$ cat src/rtl/tx_byte_serialiser_if.sv
// rtl/tx_byte_serialiser_if.sv - byte-source and bit-sink handshake bundle for the serialiser
interface tx_byte_serialiser_if;
  logic [7:0] in_data;
  logic [2:0] in_data_bits;
  logic       in_data_valid;
  logic       in_req;
  logic       bit_data;
  logic       bit_valid;
  logic       bit_is_parity;
  logic       bit_last;
  logic       bit_req;

  modport master (
    output in_data, in_data_bits, in_data_valid, bit_req,
    input  in_req, bit_data, bit_valid, bit_is_parity, bit_last
  );

  modport slave (
    input  in_data, in_data_bits, in_data_valid, bit_req,
    output in_req, bit_data, bit_valid, bit_is_parity, bit_last
  );
endinterface

$ cat src/rtl/tx_byte_serialiser.sv
// rtl/tx_byte_serialiser.sv - byte to bit serialiser appending an odd-parity bit per byte
module tx_byte_serialiser (
  input  logic                 clk,
  input  logic                 rst_n,
  tx_byte_serialiser_if.slave  bus
);

  localparam logic [1:0] ST_IDLE   = 2'd0;
  localparam logic [1:0] ST_DATA   = 2'd1;
  localparam logic [1:0] ST_PARITY = 2'd2;

  logic [1:0] state_q, state_d;
  logic [7:0] shift_q, shift_d;
  logic [3:0] bits_left_q, bits_left_d;
  logic       parity_q, parity_d;
  logic       in_req_q, in_req_d;

  always_comb begin
    state_d     = state_q;
    shift_d     = shift_q;
    bits_left_d = bits_left_q;
    parity_d    = parity_q;
    in_req_d    = 1'b0;
    case (state_q)
      ST_IDLE: begin
        if (bus.in_data_valid) begin
          shift_d     = bus.in_data;
          bits_left_d = (bus.in_data_bits == 3'd0) ? 4'd8 : {1'b0, bus.in_data_bits};
          parity_d    = 1'b1;
          in_req_d    = 1'b1;
          state_d     = ST_DATA;
        end
      end
      ST_DATA: begin
        if (bus.bit_req) begin
          parity_d    = parity_q ^ shift_q[0];
          shift_d     = {1'b0, shift_q[7:1]};
          bits_left_d = bits_left_q - 4'd1;
          if (bits_left_q == 4'd1) begin
            state_d = ST_PARITY;
          end
        end
      end
      ST_PARITY: begin
        // Follow-on bytes are always whole; the partial width applies to the first byte only.
        if (bus.bit_req) begin
          if (bus.in_data_valid) begin
            shift_d     = bus.in_data;
            bits_left_d = 4'd8;
            parity_d    = 1'b1;
            in_req_d    = 1'b1;
            state_d     = ST_DATA;
          end else begin
            state_d = ST_IDLE;
          end
        end
      end
      default: state_d = ST_IDLE;
    endcase
  end

  always_ff @(posedge clk or negedge rst_n) begin
    if (!rst_n) begin
      state_q     <= ST_IDLE;
      shift_q     <= 8'd0;
      bits_left_q <= 4'd0;
      parity_q    <= 1'b0;
      in_req_q    <= 1'b0;
    end else begin
      state_q     <= state_d;
      shift_q     <= shift_d;
      bits_left_q <= bits_left_d;
      parity_q    <= parity_d;
      in_req_q    <= in_req_d;
    end
  end

  // Outputs decode directly from registered state so the next bit appears on the consuming edge.
  assign bus.in_req        = in_req_q;
  assign bus.bit_valid     = (state_q == ST_DATA) || (state_q == ST_PARITY);
  assign bus.bit_is_parity = (state_q == ST_PARITY);
  assign bus.bit_data      = (state_q == ST_DATA)   ? shift_q[0] :
                             (state_q == ST_PARITY) ? parity_q   : 1'b0;
  assign bus.bit_last      = (state_q == ST_PARITY) && !bus.in_data_valid;

endmodule

$ cat src/flat_wrapper.sv
// flat-port wrapper written by rule: the top's interface ports become plain ports
module tx_byte_serialiser_flat 
  (clk, rst_n, bus_in_data, bus_in_data_bits, bus_in_data_valid, bus_bit_req, bus_in_req, bus_bit_data, bus_bit_valid, bus_bit_is_parity, bus_bit_last);
  tx_byte_serialiser_if bus_i ();
  input  logic clk;
  input  logic rst_n;
  input wire logic [$bits(bus_i.in_data)-1:0] bus_in_data;
  input wire logic [$bits(bus_i.in_data_bits)-1:0] bus_in_data_bits;
  input wire logic [$bits(bus_i.in_data_valid)-1:0] bus_in_data_valid;
  input wire logic [$bits(bus_i.bit_req)-1:0] bus_bit_req;
  output wire logic [$bits(bus_i.in_req)-1:0] bus_in_req;
  output wire logic [$bits(bus_i.bit_data)-1:0] bus_bit_data;
  output wire logic [$bits(bus_i.bit_valid)-1:0] bus_bit_valid;
  output wire logic [$bits(bus_i.bit_is_parity)-1:0] bus_bit_is_parity;
  output wire logic [$bits(bus_i.bit_last)-1:0] bus_bit_last;
  assign bus_i.in_data = bus_in_data;
  assign bus_i.in_data_bits = bus_in_data_bits;
  assign bus_i.in_data_valid = bus_in_data_valid;
  assign bus_i.bit_req = bus_bit_req;
  assign bus_in_req = bus_i.in_req;
  assign bus_bit_data = bus_i.bit_data;
  assign bus_bit_valid = bus_i.bit_valid;
  assign bus_bit_is_parity = bus_i.bit_is_parity;
  assign bus_bit_last = bus_i.bit_last;
  tx_byte_serialiser u_core (.clk(clk), .rst_n(rst_n), .bus(bus_i));
endmodule
$ cat config.mk
export PLATFORM = sky130hd
export DESIGN_NAME = tx_byte_serialiser_flat
export DESIGN_NICKNAME = d
export VERILOG_FILES = /design/src/rtl/tx_byte_serialiser_if.sv /design/src/rtl/tx_byte_serialiser.sv /design/src/flat_wrapper.sv
export SDC_FILE = /design/constraint.sdc
export NUM_CORES = 1
export LEC_CHECK = 0
export CAP_MARGIN = 20
export CORE_MARGIN = 3
export CORE_UTILIZATION = 55
export CTS_BUF_LIST = sky130_fd_sc_hd__clkbuf_8
export CTS_CLUSTER_DIAMETER = 100
export DETAILED_ROUTE_END_ITERATION = 6
export PLACE_DENSITY = 0.89
export SLEW_MARGIN = 20
export SYNTH_ARGS = -nofsm -noshare
export SYNTH_HDL_FRONTEND = slang
export SYNTH_SLANG_ARGS = --single-unit
$ cat constraint.sdc
create_clock -name clk -period 4.85 [get_ports clk]
set_input_delay 1.2125 -clock clk [delete_from_list [all_inputs] [get_ports clk]]
set_output_delay 1.2125 -clock clk [all_outputs]
set_load 0.02 [all_outputs]
==> results.toml <==
[sta]
finalWorstSetupSlack_ns = 1.09
final_hold_viol_count = 0
fmax_mhz = 266
setup-violations-final = 0
whs_ns = 0.491
tightest_slew_ns = 0.755
slew_headroom = 0.495
fin_setup_tns_ns = 0
slew_violations = 0
min_period_ns = 3.76
rsz0062_at_grt = "no"
post-route-period-util = 0.775
skew_ns = 0.00238

[clock_tree]
post_cts_resized = 0
cts.hold.buffers_added = 0
path_clk_slew_ns = 0.06
ctsHtreeMaxLevel = 1
cts_buffers = 3
insertion_delay_ns = 0.25
cts_tree = "built"
post_cts_buffers = 0
cts_root_buf = "clkbuf_8"
clock-sinks = 16
clk_path_buf_depth = 2

[layout]
multiInputGateArea_um2 = 520
finalCoreUtilization = 0.772
final_cells = 147
final_cell_mix = "19 x clkdlybuf4s50_1, 16 x dfrtp_1, 15 x nand2_1, 9 x inv_1, 9 x o21ai_0"
fin_nets = 146
syn_to_final_growth_pct = 26.2
fillers = 121
diodes = 0
register_area_um2 = 400
drive_gt1_frac = 0.0813
stdcell_area_mm2 = 0.00123
layout_commonest_cell = "clkdlybuf4s50_1"

[global_routing]
grt_overflow_total = 0
busiest_layer = "met2"
use_met2 = 0.330
met1_usage = 0.227
grt_pass1_vias = 738
use_met3 = 0.0443
grt_max_degree = 19
grtUsageTotal = 0.194
grt_first_pass_wirelength_mm = 3.10
antenna_found_initial = 0

[floorplanning]
die_h_um = 48.1
dieArea_mm2 = 0.00231
rows = 14
core-area_mm2 = 0.00159
start_util = 0.611
die_x_um = 48.1
io-pin-count = 20

[place]
io_buffers = 19
pre_cts_ws_ns = 1.08
hpwl_mm = 1.33
dp_cells = 143
gp_congestion = 0.764
dpl_cell_area_mm2 = 0.00117

[route]
drc = 0
detail-route-antenna-nets = 0
wirelength_mm = 1.85
wire_per_inst_um = 12.6
drt-initial-drc-count = 14
drtPass1Iterations = 4
via_per_inst = 5.30
num_vias = 779

[yosys]
yosys.area_share.adder = 0.0899
synth.distinct_cells = 28
ys_seq_area_frac = 0.411
synth-compound-area-share = 0.187
synth_top_family_by_area = "compound AO/OA/AOI/OAI gates"
synthXorXnorAreaFrac = 0.00899
yosys_warnings = 0
synthMuxAreaShare = 0.0950
synth_fp_nets = 125
ys_seq_elements = 16
synthCells = 103
yosys.area_share.simple = 0.153
netlist_area_um2 = 975
syn_area_per_cell_um2 = 9.46

[setup_path]
cp-endpoint = "bus_bit_last"
critPathLaunchType = "input pin"
crit_path_max_fanout = 7
rrSetupSlack_ns = 2.66
setup.worst_path.end_class = "output pin"
rr_worst_depth = 6
worstReg2RegEnd = "u_core.bits_left_q[2]"
crit_start = "bus_in_data_valid"
cp.arrival_ns = 2.54
r2r-start = "u_core.state_q[1]"
required_ns = 3.64
criticalPathCategory = "input pin to output pin"

[min_path]
hold_start = "u_core.shift_q[6]"
hold_path.class = "flip-flop to flip-flop"

[pwr]
p_leak_nw = 0.548
p_clk_frac = 0.148
p_sw_frac = 0.412
seqPwrFrac = 0.301
pwr_density_cell_mw_per_mm2 = 659
pwr-share-comb = 0.551
power.switching_uw = 334
vdd_ir_drop_max_mv = 0.387
total_power_uw = 811
internal_power_uw = 477

[run]
max_cap_violations = 0

[run_status]
status = "complete, no violations"
[power by group through the flow]
stage | clock, mW | sequential [mW] | combinational [mW]
final | 0.120 | 0.244 | 0.447
after detailed placement | 0 | 0.246 | 0.446
after global routing | 0.131 | 0.251 | 0.503
after global placement | 0 | 0.242 | 0.429
after floorplan | 0 | 0.238 | 0.343
after CTS | 0.122 | 0.244 | 0.449
[logic make-up after synthesis]
family	count (synthesis)
multiplexers	9
buffers and inverters	12
AND/OR/NAND/NOR	31
AO/OA/AOI/OAI	27
adder cells (fa/ha/maj)	7
flip-flops	16
XOR/XNOR	1
[routing by layer]
metal / wire length [um] / part of all wire
met1: 842 / 0.45
met5: 0 / 0
met2: 906 / 0.49
met4: 30 / 0.016
met3: 73 / 0.039
[worst max-delay path, cell delays in order]
cell             delay [ns]
clkdlybuf4s50_1        0.50
and2b_1                0.23
clkdlybuf4s50_1        0.60
[synthesized netlist by cell type]
library cell / count / area [um2]
a2111oi_4: 1 / 27.5
a211o_1: 1 / 8.76
a211oi_1: 1 / 7.51
a21oi_1: 3 / 15.0
a22o_1: 1 / 8.76
and2b_1: 2 / 15.0
buf_2: 1 / 5.00
buf_6: 1 / 11.3
clkbuf_1: 1 / 3.75
dfrtp_1: 16 / 400
ha_1: 7 / 87.6
inv_1: 9 / 33.8
mux2_2: 2 / 22.5
mux2i_1: 7 / 70.1
nand2_1: 15 / 56.3
nand2_2: 1 / 6.26
nand2b_1: 2 / 12.5
nor2_1: 5 / 18.8
nor2b_1: 1 / 6.26
nor2b_4: 1 / 13.8
nor3_1: 4 / 20.0
o21a_1: 1 / 7.51
o21ai_0: 9 / 45.0
o21ai_1: 5 / 25.0
o21ba_2: 1 / 10.0
o22ai_1: 3 / 18.8
o32ai_1: 1 / 8.76
xnor2_1: 1 / 8.76
[flip-flops by register name, summed over array words and instances, names as in the netlist]
name                flops
u_core.bus.in_req       1
u_core.shift_q          8
u_core.state_q          2
u_core.bits_left_q      4
u_core.parity_q         1
[how the worst min path moves through the flow]
| stage | to | slack, ns | cells past startpoint |
|---|---|---|---|
| final | u_core.shift_q[6] | 0.49 | 2 |
| after global routing | u_core.shift_q[2] | 0.51 | 2 |
| after CTS | u_core.shift_q[2] | 0.50 | 2 |
| after detailed placement | u_core.shift_q[2] | 0.48 | 2 |
| after global placement | u_core.shift_q[1] | 0.47 | 2 |
| after floorplan | u_core.shift_q[4] | 0.45 | 2 |
[area by class of cell]
class                   instances  area share
flip-flops and latches         16       0.326
clock buffers                   4      0.0448
repair buffers                 19       0.155
multi-input cells              75       0.423
well taps                      24      0.0244
inverters                       9      0.0275
Note: power is estimated with default switching activity, not from simulation.
